--- src/rtl/button_event.sv ---
// button_event: turns debounced mode/add/sub levels into one-clock command pulses.
// Add and sub each get a hold-to-repeat lane; pressing both together locks both
// lanes until each button is released. Mode is a plain press pulse unless
// MODE_LONG_PRESS_EN is defined, which enables short/long press discrimination.

// One add/sub lane: press pulse, hold delay, periodic repeat, conflict lockout.
module button_rpt_lane #(
  parameter int HOLD_CYCLES   = 50000000,
  parameter int REPEAT_CYCLES = 10000000
) (
  input  logic clock,
  input  logic reset,
  input  logic own_i,
  input  logic other_i,
  output logic pulse_o
);
  localparam int MAXC = (HOLD_CYCLES > REPEAT_CYCLES) ? HOLD_CYCLES : REPEAT_CYCLES;
  localparam int CW   = $clog2(MAXC);

  typedef enum logic [1:0] {IDLE, HOLD, REPEAT, LOCK} state_t;

  state_t        state, state_n;
  logic [CW-1:0] cnt, cnt_n;
  logic          pulse_n;

  // State, counter and registered pulse.
  always_ff @(posedge clock or negedge reset) begin
    if (!reset) begin
      state   <= IDLE;
      cnt     <= '0;
      pulse_o <= 1'b0;
    end else begin
      state   <= state_n;
      cnt     <= cnt_n;
      pulse_o <= pulse_n;
    end
  end

  // Next state; a simultaneous add+sub press overrides everything else.
  always_comb begin
    state_n = state;
    cnt_n   = cnt;
    pulse_n = 1'b0;
    if (own_i && other_i) begin
      state_n = LOCK;
      cnt_n   = '0;
    end else begin
      case (state)
        IDLE: if (own_i) begin
          state_n = HOLD;
          cnt_n   = '0;
          pulse_n = 1'b1;
        end
        HOLD: if (!own_i) begin
          state_n = IDLE;
          cnt_n   = '0;
        end else if (cnt == CW'(HOLD_CYCLES - 1)) begin
          state_n = REPEAT;
          cnt_n   = '0;
          pulse_n = 1'b1;
        end else begin
          cnt_n = cnt + 1'b1;
        end
        REPEAT: if (!own_i) begin
          state_n = IDLE;
          cnt_n   = '0;
        end else if (cnt == CW'(REPEAT_CYCLES - 1)) begin
          cnt_n   = '0;
          pulse_n = 1'b1;
        end else begin
          cnt_n = cnt + 1'b1;
        end
        LOCK: if (!own_i) begin
          state_n = IDLE;
          cnt_n   = '0;
        end
        default: begin
          state_n = IDLE;
          cnt_n   = '0;
        end
      endcase
    end
  end
endmodule

// Top: two repeat lanes (0 = add, 1 = sub) plus the mode handler.
module button_event #(
  parameter int HOLD_CYCLES   = 50000000,
  parameter int REPEAT_CYCLES = 10000000,
  parameter int LONG_CYCLES   = 200000000
) (
  input  logic clock,
  input  logic reset,
  input  logic mode_i,
  input  logic add_i,
  input  logic sub_i,
  output logic mode_o,
  output logic mode_long_o,
  output logic add_o,
  output logic sub_o
);
  localparam int NUM_LANES = 2;

  if (HOLD_CYCLES < 2 || REPEAT_CYCLES < 2 || LONG_CYCLES < 2) begin : g_bad_param
    $error("button_event: cycle parameters must be >= 2");
  end

  logic [NUM_LANES-1:0] btn, pulse;
  assign btn = {sub_i, add_i};

  for (genvar i = 0; i < NUM_LANES; i++) begin : g_lane
    button_rpt_lane #(
      .HOLD_CYCLES  (HOLD_CYCLES),
      .REPEAT_CYCLES(REPEAT_CYCLES)
    ) u_lane (
      .clock  (clock),
      .reset  (reset),
      .own_i  (btn[i]),
      .other_i(btn[NUM_LANES-1-i]),
      .pulse_o(pulse[i])
    );
  end

  assign add_o = pulse[0];
  assign sub_o = pulse[1];

`ifdef MODE_LONG_PRESS_EN
  localparam int LW = $clog2(LONG_CYCLES);
  typedef enum logic [1:0] {M_IDLE, M_TIMING, M_DONE} mstate_t;

  mstate_t       mstate, mstate_n;
  logic [LW-1:0] mcnt, mcnt_n;
  logic          mode_n, long_n;

  // Mode state, counter and registered pulses.
  always_ff @(posedge clock or negedge reset) begin
    if (!reset) begin
      mstate      <= M_IDLE;
      mcnt        <= '0;
      mode_o      <= 1'b0;
      mode_long_o <= 1'b0;
    end else begin
      mstate      <= mstate_n;
      mcnt        <= mcnt_n;
      mode_o      <= mode_n;
      mode_long_o <= long_n;
    end
  end

  // Press edge counts as the first held clock, so the long pulse lands
  // LONG_CYCLES-1 edges after the press.
  always_comb begin
    mstate_n = mstate;
    mcnt_n   = mcnt;
    mode_n   = 1'b0;
    long_n   = 1'b0;
    case (mstate)
      M_IDLE: if (mode_i) begin
        mstate_n = M_TIMING;
        mcnt_n   = LW'(1);
      end
      M_TIMING: if (!mode_i) begin
        mstate_n = M_IDLE;
        mcnt_n   = '0;
        mode_n   = 1'b1;
      end else if (mcnt == LW'(LONG_CYCLES - 1)) begin
        mstate_n = M_DONE;
        mcnt_n   = '0;
        long_n   = 1'b1;
      end else begin
        mcnt_n = mcnt + 1'b1;
      end
      M_DONE: if (!mode_i) mstate_n = M_IDLE;
      default: begin
        mstate_n = M_IDLE;
        mcnt_n   = '0;
      end
    endcase
  end
`else
  typedef enum logic {M_IDLE, M_HELD} mstate_t;

  mstate_t mstate, mstate_n;
  logic    mode_n;

  // Mode state and registered press pulse.
  always_ff @(posedge clock or negedge reset) begin
    if (!reset) begin
      mstate <= M_IDLE;
      mode_o <= 1'b0;
    end else begin
      mstate <= mstate_n;
      mode_o <= mode_n;
    end
  end

  // Pulse once on press, then wait for release.
  always_comb begin
    mstate_n = mstate;
    mode_n   = 1'b0;
    case (mstate)
      M_IDLE: if (mode_i) begin
        mstate_n = M_HELD;
        mode_n   = 1'b1;
      end
      M_HELD:  if (!mode_i) mstate_n = M_IDLE;
      default: mstate_n = M_IDLE;
    endcase
  end

  assign mode_long_o = 1'b0;
`endif
endmodule

--- config.mk ---
export PLATFORM = sky130hd
export DESIGN_NAME = button_event
export DESIGN_NICKNAME = d
export VERILOG_FILES = /design/src/rtl/button_event.sv
export SDC_FILE = /design/constraint.sdc
export NUM_CORES = 1
export LEC_CHECK = 0
export BUFFER_PORTS_ARGS = -buffer_cell sky130_fd_sc_hd__buf_2
export CORE_MARGIN = 2
export CORE_UTILIZATION = 40
export DETAILED_ROUTE_END_ITERATION = 10
export SYNTH_ARGS = -nofsm -noshare
export SYNTH_HDL_FRONTEND = slang
export SYNTH_HIERARCHICAL = 1
export SYNTH_SLANG_ARGS = --single-unit
--- constraint.sdc ---
create_clock -name clock -period 2.68 [get_ports clock]
set_input_delay 0 -clock clock [delete_from_list [all_inputs] [get_ports clock]]
set_output_delay 0 -clock clock [all_outputs]
set_load 0.05 [all_outputs]
* Yosys cells after proc, flatten, opt, wreduce, memory -nomap -nowiden
Index checks and enable logic that the tools add are counted.
Widths: inputs -> output; s select.
** Word-level totals
- Flip-flop bits (word level) :: 60
- Input port bits :: 5
- Output and inout port bits :: 4
- Word-level logic and storage cells :: 81
** Cells by class
- Add/sub/neg operators :: 2
- Eq/ne operators :: 18
- Multiplexer cells :: 44
- Reductions and logical operators :: 9
** Operator list (count)
- $mux 26 :: 14
- $pmux 26 s4 :: 2
- $add 26x1->26 const B :: 2
- $eq 26x24->1 const B :: 2
- $eq 26x26->1 const B :: 2
- $mux 2 :: 10
- $mux 1 :: 14
- $ne 3x2->1 const B :: 4
- $pmux 2 s3 :: 2
- $eq 2x2->1 const B :: 4
- $ne 3x3->1 const B :: 2
- $pmux 1 s3 :: 2
- $reduce_and 3->1 :: 2
- $eq 2x1->1 const B :: 2
- $logic_not 2->1 :: 2
- $ne 4x2->1 const B :: 1
- $ne 4x3->1 const B :: 1
- $reduce_and 2->1 :: 2
- $reduce_or 2->1 :: 2
- $logic_and 1x1->1 :: 1

* Depth between registers and ports, before layout
- Word-level depth :: 5
- Gate-level depth with buffers :: 9
- Mapped depth without buffers :: 8

* Cells and area by module
The synthesis kept the hierarchy.
** Modules (own cells, without submodules)
- button_rpt_lane (g_lane[1].u_lane) :: instances 1, cells each 200, area each 1823.0 um^2, seq. area each 725.7 um^2
- button_rpt_lane (g_lane[0].u_lane) :: instances 1, cells each 190, area each 1786.7 um^2, seq. area each 725.7 um^2
- button_event :: instances 1, cells each 5, area each 75.1 um^2, seq. area each 50.0 um^2

* Worst setup path after synthesis
No wires, ideal clock.
- Path type :: register -> register
- Start :: register g_lane[0].u_lane.cnt[8]
- End :: register g_lane[0].u_lane.cnt[9]
- Library setup time :: 121 ps
- Data arrival time :: 2129 ps
- Data required time :: 2559 ps
- Path slack :: 430 ps
- Stages on the path, launching flop included :: 8
- Buffers on the path :: 1
- Clock period less this slack :: 2250 ps
- Cells stage by stage :: dfrtp_1 > or4b_1 > nor4_4 > nand4_2 > a41oi_4 > nor2_4 > buf_6 > a22o_1
** On the way
- Longest elaborated chain between the ends :: 5
- Elaborated cells between the ends (all ways) :: 9
- Those cells by class :: 1 x add/sub; 2 x eq/ne; 6 x mux
** RTL lines
- start, declared :: line 23 : logic [CW-1:0] cnt, cnt_n;
- start signal, assigned :: line 34 : cnt <= cnt_n;
- $add 26x1->26 (tied with other cells) :: line 62, 71
- $mux 26, on equally long branches :: line 67, 57
- $mux 26, on equally long branches :: line 64, 54
- $pmux 26 s4 (*) :: line 48 : case (state)
- $mux 26 (*) :: line 44 : if (own_i && other_i) begin
Mark *: on every way between the ends. The rest lies on a longest branch, timed or not.
A chain may end at the register's enable or synchronous reset.

* Final worst setup path
- Start :: register g_lane[0].u_lane.cnt[7]
- End :: register g_lane[0].u_lane.cnt[0]
** On the way
- Longest elaborated chain between the ends :: 5
- Elaborated cells between the ends (all ways) :: 8
- Those cells by class :: 2 x eq/ne; 6 x mux
** RTL lines (line)
- $eq 26x24->1 / $eq 26x26->1 (equally long branches) :: 67, 57
- $mux 26, on equally long branches :: 67, 57
- $mux 26, on equally long branches :: 64, 54
- $pmux 26 s4 (*) :: 48
- $mux 26 (*) :: 44
Marks and branches as above.

==> out/metrics.csv <==
stage;metric;value;unit
floorplan;core_area;9110;sq um
route;drc;0;
floorplan;die-area;10000;sq um
critical_path;cp.arrival;2.68;ns
clock_network;cts_buffer_depth;2;
grt;overflow;0;
pwr;ir_worst_vdd;0.000296;V
route;vias_per_cell;5.87;
synth;synth_seq_cells;60;
clock_network;clk_latency;0.33;ns
pwr;total_power;2.64;mW
route;wl_per_cell;16.4;microns
sta;grt_setup_unrepaired;false;
sta;setup_violations;0;
sta;fin_worst_skew;0.0112;ns
sta;period_needed;2.46;ns
grt;antenna_found_initial;0;
clock_network;htree_num_levels;3;
placement;placed_cell_area;3910;sq um
grt;grt_max_degree;44;
grt;globalRouteMet1Util;23.6;%
pwr;p_per_area;639;nW/um^2
route;drt_pass1_iterations;4;
placement;routabilityCongestion;0.871;
final_layout;fin_nets;437;
run;max_cap_violations;0;
route;antenna_left;0;
grt;track_usage;19.0;%
synth;ys.flop_type;dfrtp_1;
placement;placedCellCount;516;
synth;ys_top_cells_by_count;dfrtp_1, nand2_1, nand3_1, nor2_1, a21oi_1;
min_path;hold_end;mstate;
sta;whs;0.329;ns
critical_path;critPathKind;flop to flop;
sta;hold_viol;0;
clock_network;cts.reportedPaths.clkPinSlew;0.06;ns
sta;max_freq;0.407;GHz
grt;use_met2;33.0;%
sta;setup_tns;0;ns
min_path;hold_depth;2;
grt;use_met3;4.18;%
critical_path;critPathMaxFanout;16;
grt;busiest_layer;met2;
sta;slew_violations;0;
floorplan;die_width;100;microns
route;wirelength;8770;microns
synth;synth_edf_count;0;
critical_path;reg2reg_from;g_lane[0].u_lane/cnt[7];
critical_path;path_cells;or4b_1 -> nor4_4 -> nand4_2 -> a41oi_4 -> nor2_4 -> mux2_2;
placement;dpl.hpwl;6150;microns
synth;synthArstFlopShare;100;%
route;drt-initial-drc-count;86;
final_layout;fillers;895;
floorplan;start_util;40.5;%
critical_path;critical-path-slowest-cell;or4b_1;
critical_path;endpoint_kind;flop;
placement;portBuffers;7;
floorplan;num_io_pins;9;
critical_path;cp.required;2.90;ns
min_path;min_path_type;input port to flop;
synth;syn_area;3680;sq um
synth;synth_seq_area_share;40.7;%
sta;setup_slack;0.220;ns
floorplan;rows;35;
final_layout;design_area;4130;sq um
clock_network;numCtsBuffers;9;
synth;synthCells;395;
critical_path;startpoint_type;flop;
grt;grt_pass1_wl;15200;microns
sta;max-slew-margin-rel;32.6;%
sta;max_slew.worst_pin.slew;1.01;ns
final_layout;drive_above_1_share;13.0;%
synth;yosysTopAreaCellShare;40.7;%
final_layout;syn2layout_area_growth;12.0;%
final_layout;num_antenna_cells;0;
critical_path;r2r-end;g_lane[0].u_lane/cnt[0];
synth;ys_warn_count;6;
final_layout;final_cells;535;
floorplan;fp.dieH;100;microns
clock_network;postCtsSetupBuffers;0;
outcome;status;finished, final reports clean;
synth;synth_area_leaders;dfrtp_1, nand3_1, nand2_1;
clock_network;clock-root-buffer;clkbuf_8;
critical_path;ff2ff_path_depth;6;
critical_path;max_stage_delay;0.56;ns
min_path;min_from;mode_i;
critical_path;r2r_slack;0.22;ns
grt;grt_pass1_vias;3150;
synth;synth_nets;412;
route;vias;3143;
final_layout;fin_util;45.3;%
clock_network;tritoncts;done;
synth;postSynthAreaPerCell;9.33;sq um
pwr;leakagePower;1.75;nW
synth;yosysTopAreaCell;dfrtp_1;
sta;fin_crit_sh;91.8;%
placement;place_worst_setup_slack;0.151;ns
synth;synth_cell_types;63;
synth;yosysMostFrequentCell;dfrtp_1;
clock_network;cts_sinks;60;
layout make-up:
type	instances	area [sq um]	share of cell area, %
flip-flops and latches	60	1500	36.4
well taps	111	139	3.37
repair buffers	29	210	5.09
clock inverters	2	10.0	0.243
inverters	13	48.8	1.18
multi-input cells	307	2060	49.9
clock buffers	13	159	3.85
sequential cells by signal, summed over array words and instances, names as in the netlist:
name and count:
mode_o 1, g_lane.u_lane/state 4, mstate 1, g_lane.u_lane/pulse_o 2, g_lane.u_lane/cnt 52
layer usage:
layer | up-vias | share of wire (%)
met5 | - | 0
met4 | 0 | 1.2
met3 | 6 | 3.4
met2 | 54 | 50
met1 | 1554 | 45
li1 | 1529 | -
kinds of logic (layout without fill, tap and decap cells):
kind of cell    count (synthesis)  after routing  synth area share [%]
fa+ha+maj                      12             12                  4.07
other cells                     1              1                 0.102
compound gates                 93             93                  19.6
flops                          60             60                  40.7
simple gates                  189            189                  29.0
mux                             3              3                 0.849
xor+xnor                        9              9                  2.14
buf+inv                        28             57                  3.53
critical path: cells and delay by family, from the launching register on:
| family | cells | cell delay (ns) |
|---|---|---|
| compound gates | 1 | 0.42 |
| flops | 1 | 0.42 |
| mux | 1 | 0.29 |
| simple gates | 4 | 1.21 |
what timing repair did:
action                     CTS  global route
setup endpoints to repair    0             8
hold endpoints to repair    45             0
hold buffers                 4             0
gates resized for setup      0             1
power breakdown:
| part | switching (mW) | total (mW) | internal, mW |
|---|---|---|---|
| clock | 0.355 | 0.734 | 0.379 |
| combinational | 0.589 | 0.908 | 0.319 |
| sequential | 0.0435 | 0.996 | 0.952 |
| total | 0.987 | 2.64 | 1.65 |
layout by cell type (no fill, tap or decap), types with 3 or more instances in the layout:
master / instances
xnor2_1: 6
a21o_1: 11
nor4b_1: 3
nand4_1: 12
buf_4: 18
or3_1: 4
nand2b_1: 3
buf_2: 7
a21oi_1: 17
nor4bb_1: 3
and4_1: 6
o311ai_1: 12
clkbuf_8: 11
nor3_1: 10
a22o_1: 14
nor2b_1: 5
nor4_1: 3
ha_1: 12
and3_1: 5
a31oi_1: 3
o21ai_1: 6
xor2_1: 3
o21ai_0: 12
inv_1: 13
dlygate4sd3_1: 4
nor2_1: 35
nand2_1: 41
dfrtp_1: 60
nand3_1: 38
worst max path at each step:
stage	start	end	slack [ns]	cells after the start
2_1_floorplan	g_lane[0].u_lane/cnt[8]	g_lane[0].u_lane/cnt[9]	0.43	7
3_3_place_gp	g_lane[0].u_lane/cnt[7]	g_lane[0].u_lane/cnt[25]	0.20	6
3_5_place_dp	g_lane[0].u_lane/cnt[7]	g_lane[0].u_lane/cnt[19]	0.15	6
4_1_cts	g_lane[0].u_lane/cnt[7]	g_lane[0].u_lane/cnt[19]	0.14	6
5_1_grt	g_lane[0].u_lane/cnt[7]	g_lane[0].u_lane/cnt[0]	0.03	6
6_report	g_lane[0].u_lane/cnt[7]	g_lane[0].u_lane/cnt[0]	0.22	6
No activity file was read; power rests on OpenSTA's default activity.
